**config.mk**
```make
export PLATFORM = sky130hd
export DESIGN_NAME = fetch_unit
export DESIGN_NICKNAME = d
export VERILOG_FILES = /design/src/rtl/fetch_pkg.sv /design/src/rtl/fetch_buf.sv /design/src/rtl/fetch_unit.sv
export SDC_FILE = /design/constraint.sdc
export NUM_CORES = 1
export LEC_CHECK = 0
export ABC_CLOCK_PERIOD_IN_PS = 4810
export CORE_MARGIN = 4
export CORE_UTILIZATION = 45
export DETAILED_ROUTE_END_ITERATION = 16
export HOLD_SLACK_MARGIN = 0.02
export PLACE_DENSITY = 0.85
export SETUP_SLACK_MARGIN = 0.15
export SYNTH_ARGS = -nofsm -noshare
export SYNTH_HDL_FRONTEND = slang
export SYNTH_SLANG_ARGS = --single-unit
```
**constraint.sdc**
```tcl
create_clock -name clk -period 4.81 [get_ports clk]
set_clock_uncertainty 0.15 [all_clocks]
set_input_delay 0.962 -clock clk [delete_from_list [all_inputs] [get_ports clk]]
set_output_delay 0.962 -clock clk [all_outputs]
set_load 0.03 [all_outputs]
```
**src/rtl/fetch_pkg.sv**
```systemverilog
// ---------------------------------------------------------------------------
// fetch_pkg
// Shared widths, constants and the buffered-entry type for the instruction
// fetch unit (fetch_unit) and its two-entry buffer (fetch_buf).
// ---------------------------------------------------------------------------
package fetch_pkg;

   localparam int PC_W        = 8;
   localparam int INSTR_W     = 32;
   localparam int FETCH_DEPTH = 2;
   localparam int CNT_W       = $clog2(FETCH_DEPTH + 1);
   localparam int PTR_W       = (FETCH_DEPTH > 1) ? $clog2(FETCH_DEPTH) : 1;

   localparam logic [PC_W-1:0] PC_STEP  = 8'd4;
   localparam logic [PC_W-1:0] RESET_PC = 8'h00;

   // One buffered fetch: the instruction word and the byte PC it came from.
   typedef struct packed {
      logic [INSTR_W-1:0] instr;
      logic [PC_W-1:0]    pc;
   } fetch_entry_t;

   // Force a byte address onto a word boundary.
   function automatic logic [PC_W-1:0] align_pc(input logic [PC_W-1:0] p);
      return {p[PC_W-1:2], 2'b00};
   endfunction

endpackage

```
**src/rtl/fetch_buf.sv**
```systemverilog
// ---------------------------------------------------------------------------
// fetch_buf
// In-order FIFO of FETCH_DEPTH fetch entries.
//   clk, rst_n : clock, asynchronous active-low reset
//   push       : write push_data at the tail (ignored when full without pop)
//   push_data  : entry to write
//   pop        : advance the head (ignored when empty)
//   flush      : drop every entry; takes priority over push and pop
//   count      : number of valid entries, 0..FETCH_DEPTH
//   head       : entry at the head (storage contents when empty)
//   head_valid : count != 0
// Push and pop in the same cycle on a full buffer is legal: the slot freed
// by the pop is the one the push fills, so count stays at FETCH_DEPTH.
// ---------------------------------------------------------------------------
module fetch_buf
   import fetch_pkg::*;
(
   input  logic               clk,
   input  logic               rst_n,
   input  logic               push,
   input  fetch_entry_t       push_data,
   input  logic               pop,
   input  logic               flush,
   output logic [CNT_W-1:0]   count,
   output fetch_entry_t       head,
   output logic               head_valid
);

   localparam logic [CNT_W-1:0] FULL     = CNT_W'(FETCH_DEPTH);
   localparam logic [PTR_W-1:0] LAST_PTR = PTR_W'(FETCH_DEPTH - 1);

   fetch_entry_t            mem [FETCH_DEPTH];
   logic [PTR_W-1:0]        head_ptr;
   logic [PTR_W-1:0]        tail_ptr;
   logic                    do_push;
   logic                    do_pop;

   function automatic logic [PTR_W-1:0] next_ptr(input logic [PTR_W-1:0] p);
      return (p == LAST_PTR) ? '0 : p + PTR_W'(1);
   endfunction

   assign do_pop  = pop && (count != '0);
   assign do_push = push && ((count != FULL) || do_pop);

   always_ff @(posedge clk or negedge rst_n) begin
      if (!rst_n) begin
         count    <= '0;
         head_ptr <= '0;
         tail_ptr <= '0;
         for (int i = 0; i < FETCH_DEPTH; i++) begin
            mem[i] <= '0;
         end
      end else if (flush) begin
         count    <= '0;
         head_ptr <= '0;
         tail_ptr <= '0;
      end else begin
         if (do_push) begin
            mem[tail_ptr] <= push_data;
            tail_ptr      <= next_ptr(tail_ptr);
         end
         if (do_pop) begin
            head_ptr <= next_ptr(head_ptr);
         end
         case ({do_push, do_pop})
            2'b10:   count <= count + CNT_W'(1);
            2'b01:   count <= count - CNT_W'(1);
            default: count <= count;
         endcase
      end
   end

   assign head       = mem[head_ptr];
   assign head_valid = (count != '0);

endmodule

```
**src/rtl/fetch_unit.sv**
```systemverilog
// ---------------------------------------------------------------------------
// fetch_unit
// Sequential instruction fetch from a combinational instruction memory into
// a two-entry buffer, with branch/jump redirect.
//   clk, rst_n      : clock, asynchronous active-low reset
//   i_address       : word-aligned byte address to inst_mem (straight from pc)
//   instruction     : word returned by inst_mem for i_address, same cycle
//   fetch_en        : 1 = fetch permitted, 0 = hold pc (buffer still drains)
//   redirect_valid  : taken branch/jump; flush buffer, restart at redirect_pc
//   redirect_pc     : restart byte PC, low two bits ignored
//   out_valid       : head entry holds a valid instruction
//   out_ready       : consumer accepts the head this cycle
//   out_instr       : head instruction word
//   out_pc          : byte PC of the head instruction
//   fetch_count     : delivered-instruction counter (FETCH_PERF_CNT_EN only)
// Handshake: an entry transfers on a rising edge where out_valid and
// out_ready are both 1. out_valid never depends on out_ready, and while
// out_valid=1 with out_ready=0 the out_* payload holds its value.
// A redirect at an edge beats everything else: no push, and a coinciding
// transfer is discarded (not delivered, not counted).
// Optional feature macro: FETCH_PERF_CNT_EN (adds fetch_count).
// ---------------------------------------------------------------------------
module fetch_unit
   import fetch_pkg::*;
(
   input  logic               clk,
   input  logic               rst_n,
   output logic [PC_W-1:0]    i_address,
   input  logic [INSTR_W-1:0] instruction,
   input  logic               fetch_en,
   input  logic               redirect_valid,
   input  logic [PC_W-1:0]    redirect_pc,
   output logic               out_valid,
   input  logic               out_ready,
   output logic [INSTR_W-1:0] out_instr,
   output logic [PC_W-1:0]    out_pc
`ifdef FETCH_PERF_CNT_EN
   ,
   output logic [15:0]        fetch_count
`endif
);

   localparam logic [CNT_W-1:0] FULL = CNT_W'(FETCH_DEPTH);

   logic [PC_W-1:0]    pc;
   logic [CNT_W-1:0]   count;
   fetch_entry_t       head;
   fetch_entry_t       push_data;
   logic               push;
   logic               pop;
   logic               redirect_lsb_unused;

   // Low bits of the redirect target are dropped by alignment.
   assign redirect_lsb_unused = ^redirect_pc[1:0];

   assign pop       = out_valid && out_ready && !redirect_valid;
   assign push      = fetch_en && !redirect_valid && ((count != FULL) || pop);
   assign push_data = '{instr: instruction, pc: pc};

   // pc is a plain register so i_address has no path from any input.
   always_ff @(posedge clk or negedge rst_n) begin
      if (!rst_n) begin
         pc <= RESET_PC;
      end else if (redirect_valid) begin
         pc <= align_pc(redirect_pc);
      end else if (push) begin
         pc <= pc + PC_STEP;   // wraps modulo 256
      end
   end

   assign i_address = pc;

   fetch_buf u_buf (
      .clk        (clk),
      .rst_n      (rst_n),
      .push       (push),
      .push_data  (push_data),
      .pop        (pop),
      .flush      (redirect_valid),
      .count      (count),
      .head       (head),
      .head_valid (out_valid)
   );

   assign out_instr = head.instr;
   assign out_pc    = head.pc;

`ifdef FETCH_PERF_CNT_EN
   always_ff @(posedge clk or negedge rst_n) begin
      if (!rst_n) begin
         fetch_count <= '0;
      end else if (pop) begin
         fetch_count <= fetch_count + 16'd1;
      end
   end
`endif

endmodule

```
==> flow_summary.json, run 1 <==
{
  "status": "finished, final reports clean",
  "nets": 405,
  "sequentialPowerShare": 0.465,
  "grt_max_degree": 87,
  "gp_congestion": 0.733,
  "dr.first_iter.drc_count": 51,
  "synthArstFlopShare": 1.00,
  "regToRegEndpoint": "u_buf.mem[55]$_DFFE_PN0P_",
  "grt_pass1_vias": 2708,
  "period_share": 0.721,
  "multi_input_area_um2": 1630,
  "critPathMaxFanout": 39,
  "clk_pin_slew_ps": 80,
  "hp-class": "reg2reg",
  "core.rowCount": 33,
  "synthSimpleGateAreaFrac": 0.0404,
  "synthMuxAreaShare": 0.326,
  "num_vias": 2530,
  "setup_viol": 0,
  "dieArea_um2": 10300,
  "finalPower_uw": 2110,
  "firstDrtPassIters": 4,
  "drv_slew": 0,
  "route.detailed.drc": 0,
  "min_to": "u_buf.mem[55]$_DFFE_PN0P_",
  "final_common_cell": "mux2_2",
  "fmax_ghz": 0.288,
  "synth-adder-area-share": 0.00318,
  "hold_viol": 0,
  "start_util": 0.470,
  "clkPwrFrac": 0.211,
  "netlist_area_um2": 3940,
  "core_area_um2": 8380,
  "seq_area_um2": 2150,
  "grt-ovfl-total": 0,
  "fin_crit_ps": 3470,
  "clockBufferDepth": 2,
  "vias_per_cell": 5.39,
  "worstSetupStartpointType": "flop",
  "path_class": "reg2out",
  "vdd_drop_max_mv": 0.190,
  "groute.usage.overall": 0.161,
  "syn_area_per_cell_um2": 14.4,
  "avgRoutedWirePerCell_um": 16.7,
  "p_int_uw": 1440,
  "synth_ff_type": "dfrtp_1",
  "postCtsSetupBuffers": 0,
  "pin_count": 94,
  "final_cell_mix": "mux2_2 (91), clkdlybuf4s50_1 (86), dfrtp_1 (85)",
  "syn_to_final_growth_pct": 26.8,
  "antenna_cells": 0,
  "synth_edf_count": 0,
  "ys_ff_latch": 86,
  "grt_pass1_wl_um": 13100,
  "die_w_um": 102,
  "hold_path.startpoint": "u_buf.mem[55]$_DFFE_PN0P_",
  "reg2regPathDepth": 4,
  "ant_nets": 0,
  "clock_latency_ps": 340,
  "cts_made_buffers": 9,
  "synth_top_family_by_area": "multiplexers",
  "die-height_um": 102,
  "cts_max_level": 3,
  "cts_resized": 0,
  "portBuffers": 87,
  "hold_buffers": 0,
  "fill_cells": 681,
  "maxSlewHeadroom": 0.280,
  "cts.sinks": 86,
  "rsz0062_at_grt": "no",
  "required_ps": 3700,
  "synth-xor-area-share": 0.00222,
  "end_kind": "output port",
  "synthDistinctLibCells": 34,
  "cts_root_buf": "clkbuf_8",
  "finalSetupTns_ps": 0,
  "ys_seq_area_frac": 0.547,
  "power.density_nw_per_um2": 422,
  "drive_above_1_share": 0.313,
  "antenna_found_initial": 0,
  "yosysWarnings": 0,
  "p_sw_uw": 665,
  "drt_wl_total_um": 7850,
  "arrival_ps": 2360,
  "pwr-share-comb": 0.324,
  "tritoncts": "yes",
  "dp_hpwl_um": 5350,
  "whs_path_depth": 1,
  "swShare": 0.315,
  "reg2reg_slack_ps": 2740,
  "tightest_slew_ps": 1080,
  "leakage_uw": 0.00204,
  "synth_cells": 274,
  "synth-compound-area-share": 0.0359,
  "max_cap_violations": 0,
  "r2r_start": "u_buf.count[0]$_DFFE_PN0P_"
}
sequential cells by signal, indices dropped and copies added (netlist names):
| name | cells |
|---|---|
| i_address | 6 |
| u_buf.count | 2 |
| u_buf.head_ptr | 1 |
| u_buf.mem | 76 |
| u_buf.tail_ptr | 1 |
layout make-up:
type	count	share of cell area
Timing Repair Buffer	91	0.180
Inverter	3	0.00226
Tap cell	105	0.0263
Sequential cell	86	0.431
Multi-Input combinational cell	168	0.326
Clock inverter	4	0.00451
Clock buffer	12	0.0291
worst max path at each step:
stage | to | start | depth (start not counted)
floorplan | out_instr[10] | u_buf.head_ptr$_DFFE_PN0P_ | 3
global placement | u_buf.mem[66]$_DFFE_PN0P_ | fetch_en | 5
detailed placement | u_buf.mem[74]$_DFFE_PN0P_ | fetch_en | 5
CTS | out_instr[24] | u_buf.head_ptr$_DFFE_PN0P_ | 2
global route | out_instr[7] | u_buf.head_ptr$_DFFE_PN0P_ | 2
finish | out_instr[7] | u_buf.head_ptr$_DFFE_PN0P_ | 2
logic make-up after synthesis:
group | Yosys count
mux | 114
flops | 86
simple gates | 27
buf+inv | 23
compound gates | 21
fa+ha+maj | 1
other cells | 1
xor+xnor | 1
layer usage:
layer,vias to the layer above,wire [um],track usage,part of all wire
li1,1158,-,-,-
met4,0,115,0.0470,0.015
met3,8,460,0.0475,0.059
met1,1292,3210,0.197,0.41
met2,72,4060,0.278,0.52
met5,-,0,0,0
per-stage QoR:
step	instances	instance area [um2]	worst slack, ps	util	hold slack [ps]
after global routing	469	4990	1200	0.595	364
after CTS	469	4990	1280	0.595	344
after global placement	453	4820	1660	0.575	313
after floorplan	277	3950	2330	-	304
after detailed placement	453	4820	1640	0.575	325
final	469	4990	1340	0.595	337
power by group through the flow:
stage / Clock (uW) / Sequential, uW / Combinational, uW
6_report: 446 / 980 / 682
5_1_grt: 497 / 1000 / 730
4_1_cts: 463 / 981 / 693
3_5_place_dp: 0 / 996 / 689
3_3_place_gp: 0 / 980 / 675
2_1_floorplan: 0 / 966 / 452
critical path, cell delays in order, from the launching register on:
cell and delay, ps:
dfrtp_2 980, mux2_2 430, clkdlybuf4s50_1 600
cell usage after synthesis, types with 2 or more instances:
cell type | count | area share
dfrtp_1 | 86 | 0.55
nand2_1 | 3 | 0.0029
nor3_1 | 2 | 0.0025
clkbuf_1 | 4 | 0.0038
or3_1 | 2 | 0.0032
buf_2 | 4 | 0.0051
o31ai_1 | 2 | 0.0038
a221o_1 | 2 | 0.0051
or4_1 | 2 | 0.0038
mux2_2 | 91 | 0.26
buf_12 | 2 | 0.010
buf_4 | 6 | 0.011
o311a_1 | 2 | 0.0051
o21ai_0 | 7 | 0.0089
nand4_1 | 2 | 0.0032
buf_6 | 4 | 0.011
a31oi_1 | 4 | 0.0064
mux2_1 | 23 | 0.066
a21oi_1 | 2 | 0.0025
inv_1 | 3 | 0.0029
nor2_1 | 8 | 0.0076
Power figures use the tool's default switching activity.
==> run 2, diff against run 1 <==
Settings changed: ABC_CLOCK_PERIOD_IN_PS 4810 to 3000, PLACE_DENSITY 0.85 to 0.88.
Clock period 4.81 ns to 3 ns, I/O delays scaled along.
==> flow_summary.json, run 2 (same netlist as run 1, synthesis figures left out) <==
{
  "dp_hpwl_um": 5640,
  "dr.first_iter.drc_count": 43,
  "hold_viol": 0,
  "reg2regPathDepth": 4,
  "period_share": 0.909,
  "arrival_ps": 1980,
  "p_int_uw": 2560,
  "clk_pin_slew_ps": 80,
  "die-height_um": 102,
  "multi_input_area_um2": 1630,
  "pwr-share-comb": 0.310,
  "required_ps": 2250,
  "top_register": "u_buf.mem",
  "cts_root_buf": "clkbuf_8",
  "stdcell_count": 476,
  "hp-class": "in2async",
  "num_vias": 2529,
  "antenna_cells": 0,
  "tightest_slew_ps": 681,
  "start_util": 0.470,
  "final_common_cell": "mux2_2",
  "clock_latency_ps": 340,
  "setup_viol": 0,
  "clockBufferDepth": 2,
  "end_kind": "output port",
  "clkPwrFrac": 0.260,
  "leakage_uw": 0.00211,
  "status": "finished, final reports clean",
  "finalSetupTns_ps": 0,
  "seq_area_um2": 2150,
  "dieArea_um2": 10300,
  "fmax_ghz": 0.367,
  "route.detailed.drc": 0,
  "critPathLaunch": "u_buf.head_ptr$_DFFE_PN0P_",
  "cts_resized": 0,
  "firstDrtPassIters": 4,
  "syn_to_final_growth_pct": 30.0,
  "max_cap_violations": 0,
  "dp_cells": 460,
  "fin_util": 0.611,
  "rsz0062_at_grt": "no",
  "drv_slew": 0,
  "core_area_um2": 8380,
  "ant_nets": 0,
  "groute.usage.overall": 0.166,
  "wl_met2_um": 4230,
  "core.rowCount": 33,
  "die_w_um": 102,
  "cts_max_level": 3,
  "swShare": 0.296,
  "hold_buffers": 0,
  "portBuffers": 87,
  "p_sw_uw": 1070,
  "cts.sinks": 86,
  "drive_above_1_share": 0.323,
  "avgRoutedWirePerCell_um": 16.9,
  "path_class": "reg2out",
  "crit_end": "out_instr[29]",
  "finalPower_uw": 3630,
  "sequentialPowerShare": 0.430,
  "antenna_found_initial": 0,
  "nets": 412,
  "r2r_start": "u_buf.count[0]$_DFFE_PN0P_",
  "fin_crit_ps": 2730,
  "grt-ovfl-total": 0,
  "regToRegEndpoint": "u_buf.mem[18]$_DFFE_PN0P_",
  "vdd_drop_max_mv": 0.377,
  "cts_made_buffers": 9,
  "grt_max_degree": 53,
  "fill_cells": 659,
  "pin_count": 94,
  "vias_per_cell": 5.31,
  "top_layer_used": "met4",
  "drt_wl_total_um": 8050,
  "postCtsSetupBuffers": 0,
  "m1WireLength_um": 3380,
  "grt_pass1_wl_um": 13500,
  "power.density_nw_per_um2": 709,
  "met3_length_um": 344,
  "tritoncts": "yes",
  "critPathMaxFanout": 21,
  "reg2reg_slack_ps": 960,
  "maxSlewHeadroom": 0.546,
  "final_cell_mix": "mux2_2 (91), clkdlybuf4s50_1 (86), dfrtp_1 (85)",
  "grt_pass1_vias": 2705,
  "worstSetupStartpointType": "flop",
  "largest_reg_flops": 76,
  "gp_congestion": 0.792
}
## run 2: worst min path at each step
stage	slack [ps]	endpoint	start	cells after the start
4_1_cts	160	i_address[4]$_DFFE_PN0P_	rst_n	1
6_report	140	u_buf.mem[44]$_DFFE_PN0P_	rst_n	1
5_1_grt	170	u_buf.mem[44]$_DFFE_PN0P_	rst_n	1
2_1_floorplan	150	i_address[2]$_DFFE_PN0P_	rst_n	0
3_5_place_dp	330	u_buf.mem[23]$_DFFE_PN0P_	u_buf.mem[23]$_DFFE_PN0P_	1
3_3_place_gp	310	u_buf.mem[56]$_DFFE_PN0P_	u_buf.mem[56]$_DFFE_PN0P_	1
## run 2: metal layers
layer / track usage / up-vias
met5: 0 / -
met4: 0.0552 / 0
met3: 0.0351 / 8
met2: 0.283 / 60
met1: 0.210 / 1297
li1: - / 1164
## run 2: area by class of cell
class / instances / area share
inverter: 3 / 0.00220
multi-input combinational: 168 / 0.318
timing repair buffer: 98 / 0.188
tap: 105 / 0.0257
clock buffer: 12 / 0.0264
clock inverter: 4 / 0.0186
sequential: 86 / 0.421
## run 2: power by group through the flow
| stage | Clock, uW | Combinational [uW] | Sequential, uW |
|---|---|---|---|
| floorplan | 0 | 725 | 1550 |
| global route | 1020 | 1200 | 1590 |
| global placement | 0 | 1110 | 1550 |
| detailed placement | 0 | 1140 | 1580 |
| finish | 944 | 1130 | 1560 |
| CTS | 965 | 1140 | 1560 |
## run 2: critical path: stages (launching register included)
cell and delay, ps:
dfrtp_2 360, buf_4 290, mux2_2 390, clkdlybuf4s50_1 600
## run 2: stage by stage
| stage | hold WS, ps | setup WS, ps | cell area [um2] |
|---|---|---|---|
| 2_1_floorplan | 154 | 881 | 3950 |
| 3_3_place_gp | 314 | 340 | 4890 |
| 3_5_place_dp | 328 | 294 | 4890 |
| 4_1_cts | 159 | 247 | 5120 |
| 5_1_grt | 174 | 182 | 5120 |
| 6_report | 142 | 272 | 5120 |
==> run 3, diff against run 2 <==
Settings changed: RECOVER_POWER set to 100.
==> flow_summary.json, run 3 (same netlist as run 1, synthesis figures left out) <==
{
  "pin_count": 94,
  "syn_to_final_growth_pct": 29.0,
  "maxSlewHeadroom": 0.110,
  "hold_buffers": 0,
  "drv_slew": 0,
  "multi_input_area_um2": 1620,
  "grt_max_degree": 53,
  "dr.first_iter.drc_count": 42,
  "final_common_cell": "mux2_2",
  "postCtsSetupBuffers": 0,
  "ant_nets": 0,
  "critPathMaxFanout": 18,
  "route.detailed.drc": 0,
  "nets": 412,
  "fill_cells": 667,
  "core.rowCount": 33,
  "cts_resized": 0,
  "grt-ovfl-total": 0,
  "top_register": "u_buf.mem",
  "crit_chain": "buf_4 -> mux2_2 -> dlygate4sd3_1",
  "dp_hpwl_um": 5640,
  "setup_viol": 0,
  "leakage_uw": 0.00211,
  "grt_pass1_wl_um": 13500,
  "status": "finished, final reports clean",
  "groute.usage.overall": 0.166,
  "end_kind": "output port",
  "fin_crit_ps": 2790,
  "cts.sinks": 86,
  "worstSetupStartpointType": "flop",
  "tightest_slew_ps": 1340,
  "cp.buffers_inverters": 2,
  "tritoncts": "yes",
  "core_area_um2": 8380,
  "clock_latency_ps": 340,
  "die_w_um": 102,
  "firstDrtPassIters": 4,
  "avgRoutedWirePerCell_um": 16.8,
  "rsz0062_at_grt": "no",
  "seq_area_um2": 2150,
  "finalSetupTns_ps": 0,
  "cts_made_buffers": 9,
  "required_ps": 2250,
  "dieArea_um2": 10300,
  "cts_root_buf": "clkbuf_8",
  "period_share": 0.929,
  "antenna_cells": 0,
  "drive_above_1_share": 0.315,
  "num_vias": 2524,
  "worst_path_max_delay_cell": "dlygate4sd3_1",
  "power.density_nw_per_um2": 708,
  "hp-class": "reg2reg",
  "antenna_found_initial": 0,
  "vdd_drop_max_mv": 0.370,
  "gp_congestion": 0.792,
  "fmax_ghz": 0.359,
  "max_cap_violations": 0,
  "arrival_ps": 2040,
  "grt_pass1_vias": 2705,
  "clk_pin_slew_ps": 80,
  "crit_family": "buffers and inverters",
  "final_cell_mix": "mux2_2 (91), dfrtp_1 (85), clkdlybuf4s50_1 (61)",
  "clockBufferDepth": 2,
  "vias_per_cell": 5.30,
  "cts_max_level": 3,
  "drt_wl_total_um": 7980,
  "largest_reg_flops": 76,
  "holdWs_ps": 342,
  "slowest_delay_ps": 700,
  "hold_viol": 0,
  "portBuffers": 87,
  "die-height_um": 102,
  "start_util": 0.470,
  "path_class": "reg2out"
}
run 3: changes by cell type in the layout (fill, tap and decap cells not counted), sizes merged:
cell           before  now
buf                12    3
clkbuf             12   21
clkdlybuf4s50      86   61
dlygate4sd3         0   25
run 3: final cells by class:
class | count | share of cell area
flip-flops and latches | 86 | 0.424
multi-input cells | 168 | 0.320
repair buffers | 98 | 0.183
clock buffers | 12 | 0.0266
well taps | 105 | 0.0259
clock inverters | 4 | 0.0187
inverters | 3 | 0.00222
run 3: worst paths after layout:
kind | from | to | slack (ps) | depth (start not counted)
min in group asynchronous | rst_n | u_buf.mem[44]$_DFFE_PN0P_ | 400 | 1
max reg2reg | u_buf.count[0]$_DFFE_PN0P_ | u_buf.mem[22]$_DFFE_PN0P_ | 750 | 4
min reg2reg | u_buf.mem[23]$_DFFE_PN0P_ | u_buf.mem[23]$_DFFE_PN0P_ | 340 | 1
max in group asynchronous | rst_n | u_buf.head_ptr$_DFFE_PN0P_ | 1040 | 2
max | u_buf.head_ptr$_DFFE_PN0P_ | out_instr[12] | 210 | 3
min | u_buf.mem[23]$_DFFE_PN0P_ | u_buf.mem[23]$_DFFE_PN0P_ | 340 | 1
run 3: per-stage QoR:
step | instance area, um2 | total power, uW | std cells | util | setup WS [ps]
2_1_floorplan | 3950 | 2270 | 277 | - | 881
3_3_place_gp | 4890 | 2660 | 460 | 0.583 | 340
3_5_place_dp | 4890 | 2720 | 460 | 0.583 | 294
4_1_cts | 5120 | 3670 | 476 | 0.611 | 247
5_1_grt | 5080 | 3790 | 476 | 0.606 | 132
6_report | 5080 | 3590 | 476 | 0.606 | 212
run 3: where the power goes:
part,total [uW],internal [uW],switching [uW]
Clock,944,554,390
Sequential,1560,1420,137
Combinational,1090,553,541
run 3: worst reg2reg max path, stage by stage (launching register included):
cell and delay [ps]:
dfrtp_1 470, or3b_1 430, nand4_1 150, clkbuf_2 520, mux2_2 410
run 3: per-layer routing:
metal | wire (um) | vias to the layer above | GRT usage
li1 | - | 1167 | -
met3 | 353 | 8 | 0.0351
met5 | 0 | - | 0
met1 | 3360 | 1288 | 0.210
met2 | 4180 | 61 | 0.283
met4 | 93 | 0 | 0.0552
